[src/rtl/slant_mem_arbiter.sv]
// Single-port arbiter for one slant Y/C bank: camera writes, HDMI and radio reads.
// Fixed priority wr > hd > tx, with tx promoted above hd after prolonged starvation.
module slant_mem_arbiter #(
  parameter int AW          = 18,
  parameter int DW          = 10,
  parameter int TX_MAX_WAIT = 8,
  parameter int STALL_W     = 16
) (
  input  logic               Cclk,
  input  logic               rstn,
  input  logic               frame_start,
  input  logic               wr_req,
  input  logic [AW-1:0]      wr_addr,
  input  logic [DW-1:0]      wr_data,
  output logic               wr_gnt,
  input  logic               hd_req,
  input  logic [AW-1:0]      hd_addr,
  output logic               hd_gnt,
  output logic [DW-1:0]      hd_rdata,
  output logic               hd_rvalid,
  input  logic               tx_req,
  input  logic [AW-1:0]      tx_addr,
  output logic               tx_gnt,
  output logic [DW-1:0]      tx_rdata,
  output logic               tx_rvalid,
  output logic               mem_en,
  output logic               mem_we,
  output logic [AW-1:0]      mem_addr,
  output logic [DW-1:0]      mem_wdata,
  input  logic [DW-1:0]      mem_rdata,
  output logic [STALL_W-1:0] hd_stall_cnt,
  output logic               tx_promoted
);

  localparam int WAIT_W = $clog2(TX_MAX_WAIT + 1);
  localparam logic [WAIT_W-1:0] WAIT_MAX = WAIT_W'(TX_MAX_WAIT);

  typedef enum logic [1:0] {
    TAG_NONE = 2'd0,
    TAG_HD   = 2'd1,
    TAG_TX   = 2'd2
  } tag_t;

  tag_t              tag_grant;
  tag_t              tag_s1;
  tag_t              tag_s2;
  logic              any_gnt;
  logic [AW-1:0]     cmd_addr;
  logic [WAIT_W-1:0] tx_wait;
  logic [WAIT_W-1:0] tx_wait_next;
  logic              tx_promoted_next;

  // Grants use the registered promotion flag, so a frame_start cycle still arbitrates on the old value.
  always_comb begin
    wr_gnt    = 1'b0;
    hd_gnt    = 1'b0;
    tx_gnt    = 1'b0;
    tag_grant = TAG_NONE;
    cmd_addr  = tx_addr;
    if (wr_req) begin
      wr_gnt   = 1'b1;
      cmd_addr = wr_addr;
    end else if (tx_promoted && tx_req) begin
      tx_gnt    = 1'b1;
      tag_grant = TAG_TX;
    end else if (hd_req) begin
      hd_gnt    = 1'b1;
      tag_grant = TAG_HD;
      cmd_addr  = hd_addr;
    end else if (tx_req) begin
      tx_gnt    = 1'b1;
      tag_grant = TAG_TX;
    end
  end

  assign any_gnt = wr_gnt | hd_gnt | tx_gnt;

  always_comb begin
    tx_wait_next     = tx_wait;
    tx_promoted_next = tx_promoted;
    if (frame_start || !tx_req || tx_gnt) begin
      tx_wait_next     = '0;
      tx_promoted_next = 1'b0;
    end else begin
      if (tx_wait != WAIT_MAX)
        tx_wait_next = tx_wait + 1'b1;
      if (tx_wait_next == WAIT_MAX)
        tx_promoted_next = 1'b1;
    end
  end

  always_ff @(posedge Cclk or negedge rstn) begin
    if (!rstn) begin
      mem_en    <= 1'b0;
      mem_we    <= 1'b0;
      mem_addr  <= '0;
      mem_wdata <= '0;
    end else begin
      mem_en <= any_gnt;
      mem_we <= wr_gnt;
      if (any_gnt)
        mem_addr <= cmd_addr;
      if (wr_gnt)
        mem_wdata <= wr_data;
    end
  end

  // Owner tags follow each read through the command and memory stages so data returns to its issuer.
  always_ff @(posedge Cclk or negedge rstn) begin
    if (!rstn) begin
      tag_s1 <= TAG_NONE;
      tag_s2 <= TAG_NONE;
    end else begin
      tag_s1 <= tag_grant;
      tag_s2 <= tag_s1;
    end
  end

  always_ff @(posedge Cclk or negedge rstn) begin
    if (!rstn) begin
      hd_rdata  <= '0;
      hd_rvalid <= 1'b0;
      tx_rdata  <= '0;
      tx_rvalid <= 1'b0;
    end else begin
      hd_rvalid <= (tag_s2 == TAG_HD);
      tx_rvalid <= (tag_s2 == TAG_TX);
      if (tag_s2 == TAG_HD)
        hd_rdata <= mem_rdata;
      if (tag_s2 == TAG_TX)
        tx_rdata <= mem_rdata;
    end
  end

  always_ff @(posedge Cclk or negedge rstn) begin
    if (!rstn) begin
      tx_wait     <= '0;
      tx_promoted <= 1'b0;
    end else begin
      tx_wait     <= tx_wait_next;
      tx_promoted <= tx_promoted_next;
    end
  end

  always_ff @(posedge Cclk or negedge rstn) begin
    if (!rstn) begin
      hd_stall_cnt <= '0;
    end else if (frame_start) begin
      hd_stall_cnt <= '0;
    end else if (hd_req && !hd_gnt && (hd_stall_cnt != '1)) begin
      hd_stall_cnt <= hd_stall_cnt + 1'b1;
    end
  end

endmodule

[config.mk]
export PLATFORM = sky130hd
export DESIGN_NAME = slant_mem_arbiter
export DESIGN_NICKNAME = d
export VERILOG_FILES = /design/src/rtl/slant_mem_arbiter.sv
export SDC_FILE = /design/constraint.sdc
export NUM_CORES = 1
export LEC_CHECK = 0
export CORE_ASPECT_RATIO = 1.4
export CORE_MARGIN = 2
export CORE_UTILIZATION = 45
export DETAILED_ROUTE_END_ITERATION = 6
export GPL_TIMING_DRIVEN = 0
export HOLD_SLACK_MARGIN = 0.12
export PLACE_DENSITY = 0.85
export REMOVE_ABC_BUFFERS = 1
export SYNTH_ARGS = -nofsm -noshare
export SYNTH_HDL_FRONTEND = slang
export SYNTH_SLANG_ARGS = --single-unit
export TNS_END_PERCENT = 5
[constraint.sdc]
create_clock -name Cclk -period 3.4 [get_ports Cclk]
set_input_delay 0.85 -clock Cclk [delete_from_list [all_inputs] [get_ports Cclk]]
set_output_delay 0.85 -clock Cclk [all_outputs]
set_load 0.01 [all_outputs]
==> run metrics <==
status finished, final reports clean; worst slew pin tran 0.977 ns; Finished Core Util 0.715; crit start category primary input; Post-synth top flop dfrtp_1; Sink Count 77; placed wire-length estimate 7.38 mm; final worst-path cycle share 0.936; first-pass GRT wire length 15.8 mm; share of cells above drive strength 1 0.128; leakage 2.19 nW; initial antenna violation count 0; Critical Path AT 2.33 ns; cells after synthesis 306; synthesized area 3470 um^2; Max Cap Viol 0; maximum root-to-sink buffer count 2; pwr/cell area 414 nW/um^2; Seq/Total Area, Yosys 0.555; Worst path slowest cell clkdlybuf4s50_1; DRC 0; CORE AREA 7410 um^2; Root Buffer Master clkbuf_8; Final Hold Viols 0; Period minus WS final 3.18 ns; gpl congestion 0.842; largest net degree at the start of global routing 68; # rows 37; hold crit path type primary input to async pin; Total Nets Final 539; final WL 10.0 mm; Yosys warning count 0; Yosys cell types 44; H-Tree Depth 3; via count 3,057; Critical Path End Type output port; flops & latches, synth 77; die area 8440 um^2; FILL cells 540; critical path cell sequence clkbuf_2 > buf_16 > a21oi_1 > and2_1 > clkdlybuf4s50_1; post-route ant nets 0; IO buf count 151; clk_lat worst skew 0.35 ns; CTS buffer count 9; IO Count 152; Setup violations, final 0; Synth area leaders dfrtp_1, mux2_2, nor2_1; Largest delay share family, worst path buffers and inverters; worst path bufs/invs 3; dpl ws -0.978 ns; P&R area growth vs syn 52.7%; EDFF count, synth 0; Design Power 2.19 mW; Post-synth ARST share 1.00; die width 78.2 um; FMAX 314 MHz; fin. max-slew vios 0; RSZ-0062 raised after global routing no; starting DRC count in detailed routing 231; Initial Utilization 0.468; Post-Route Skew 0.00558 ns; delay of the slowest cell on the worst path 0.54 ns; All-Layer GR Usage 0.248; worst vdd ir 196 uV; Final WS setup 0.216 ns; gr ovfl total 0; die height 108 um; hold buffer count at CTS 0; # placed instances 541; Crit Path Class primary input to output port; Worst Path Required 2.55 ns; TritonCTS clock tree built; clock slew at reported path FFs 0.07 ns; drt first pass iters 7; Multi-input gate area 1460 um^2; FF+latch area 1930 um^2; peak fanout along the critical path 23; vias in the first global route 3,101; Layout Cells excl Fill 557; antenna cell count 0; Via density 5.49; Mean Syn Cell Area 11.3 um^2; post-synth top area cell dfrtp_1; Worst slew margin 0.347; post-synth top area share 0.555; routed len/inst 18.0 um
==> logic make-up after synthesis <==
| family | count (synthesis) | share of synthesized area |
|---|---|---|
| and+or+nand+nor | 118 | 0.172 |
| DFF | 77 | 0.555 |
| AOI/OAI and AO/OA | 37 | 0.0898 |
| muxes | 37 | 0.119 |
| buffers and inverters | 24 | 0.0278 |
| xor gates and xnor gates | 10 | 0.0252 |
| adders and majority gates | 3 | 0.0108 |
==> synth_stat cells (all sizes together) (2+ instances only) <==
cell type and n:
nand2b 21, a21oi 8, mux2i 6, a2111oi 2
nor4 5, nand2 9, xnor2 9, o21ai 2
dfrtp 77, mux2 31, clkbuf 14, a311oi 2
a222oi 18, nand4 2, nor2 58, nand3 9
a211oi 2, nor2b 3, buf 3, ha 3
and3 4, inv 7
==> per-layer routing <==
metal,global-route usage,vias up,share of wire
met5,0,-,0
met4,0.0977,0,0.025
met3,0.0763,19,0.090
met2,0.427,161,0.51
met1,0.288,1490,0.37
li1,-,1387,-
==> report_power, final <==
part | internal [mW] | switching [mW] | total (mW)
Clock | 0.335 | 0.308 | 0.644
Combinational | 0.306 | 0.193 | 0.499
Sequential | 1.00 | 0.0476 | 1.05
==> stage by stage <==
step	area, um^2	hold slack, ns	setup TNS (ns)
2_1_floorplan	3400	0.331	0
3_3_place_gp	5030	0.333	-112.13
3_5_place_dp	5120	0.335	-1.36
4_1_cts	5300	0.323	0
5_1_grt	5300	0.333	0
6_report	5300	0.337	0
==> cells in the final DEF (no fill, tap or decap), types with 4 or more instances in the layout <==
cell             instances
clkbuf_8                 9
nor2_1                  57
xnor2_1                  9
dfrtp_1                 77
nor4_1                   4
a21oi_1                  6
nand2b_1                21
nand3_1                  9
nand2_1                  8
a222oi_1                18
inv_1                    7
clkbuf_1                 4
mux2_2                  30
clkdlybuf4s50_1        147
mux2i_1                  6
==> area by class of cell <==
type	instances	share of cell area
repair buffers	156	0.300
inverters	7	0.00496
multi-input cells	205	0.275
clock buffers	13	0.0262
well taps	97	0.0229
flip-flops and latches	77	0.364
clock inverters	2	0.00661
==> path summary, 6_finish.rpt <==
| check | endpoint | slack [ns] | depth (start not counted) | start |
|---|---|---|---|---|
| min in group Cclk | tag_s2[1] | 0.35 | 0 | tag_s1[1] |
| max | tx_gnt | 0.22 | 5 | wr_req |
| max reg2reg | hd_stall_cnt[8] | 1.18 | 6 | hd_stall_cnt[0] |
| min reg2reg | tag_s2[1] | 0.35 | 0 | tag_s1[1] |
| max in group asynchronous | mem_addr[16] | 2.50 | 2 | rstn |
| min | mem_wdata[5] | 0.34 | 1 | rstn |
==> registers in the layout (all words and copies together) (netlist names) <==
register	count
hd_rdata	10
mem_addr	18
tag_s2	2
tx_rvalid	1
mem_wdata	10
hd_stall_cnt	16
tx_wait	4
mem_en	1
tx_promoted	1
tag_s1	2
hd_rvalid	1
mem_we	1
tx_rdata	10
==> what timing repair did <==
action / CTS / global route
resized for setup: 7 / 3
pin swaps: 1 / 0
buffers inserted: 1 / 0
endpoints found under the setup margin: 2 / 2
Power figures use the tool's default switching activity.
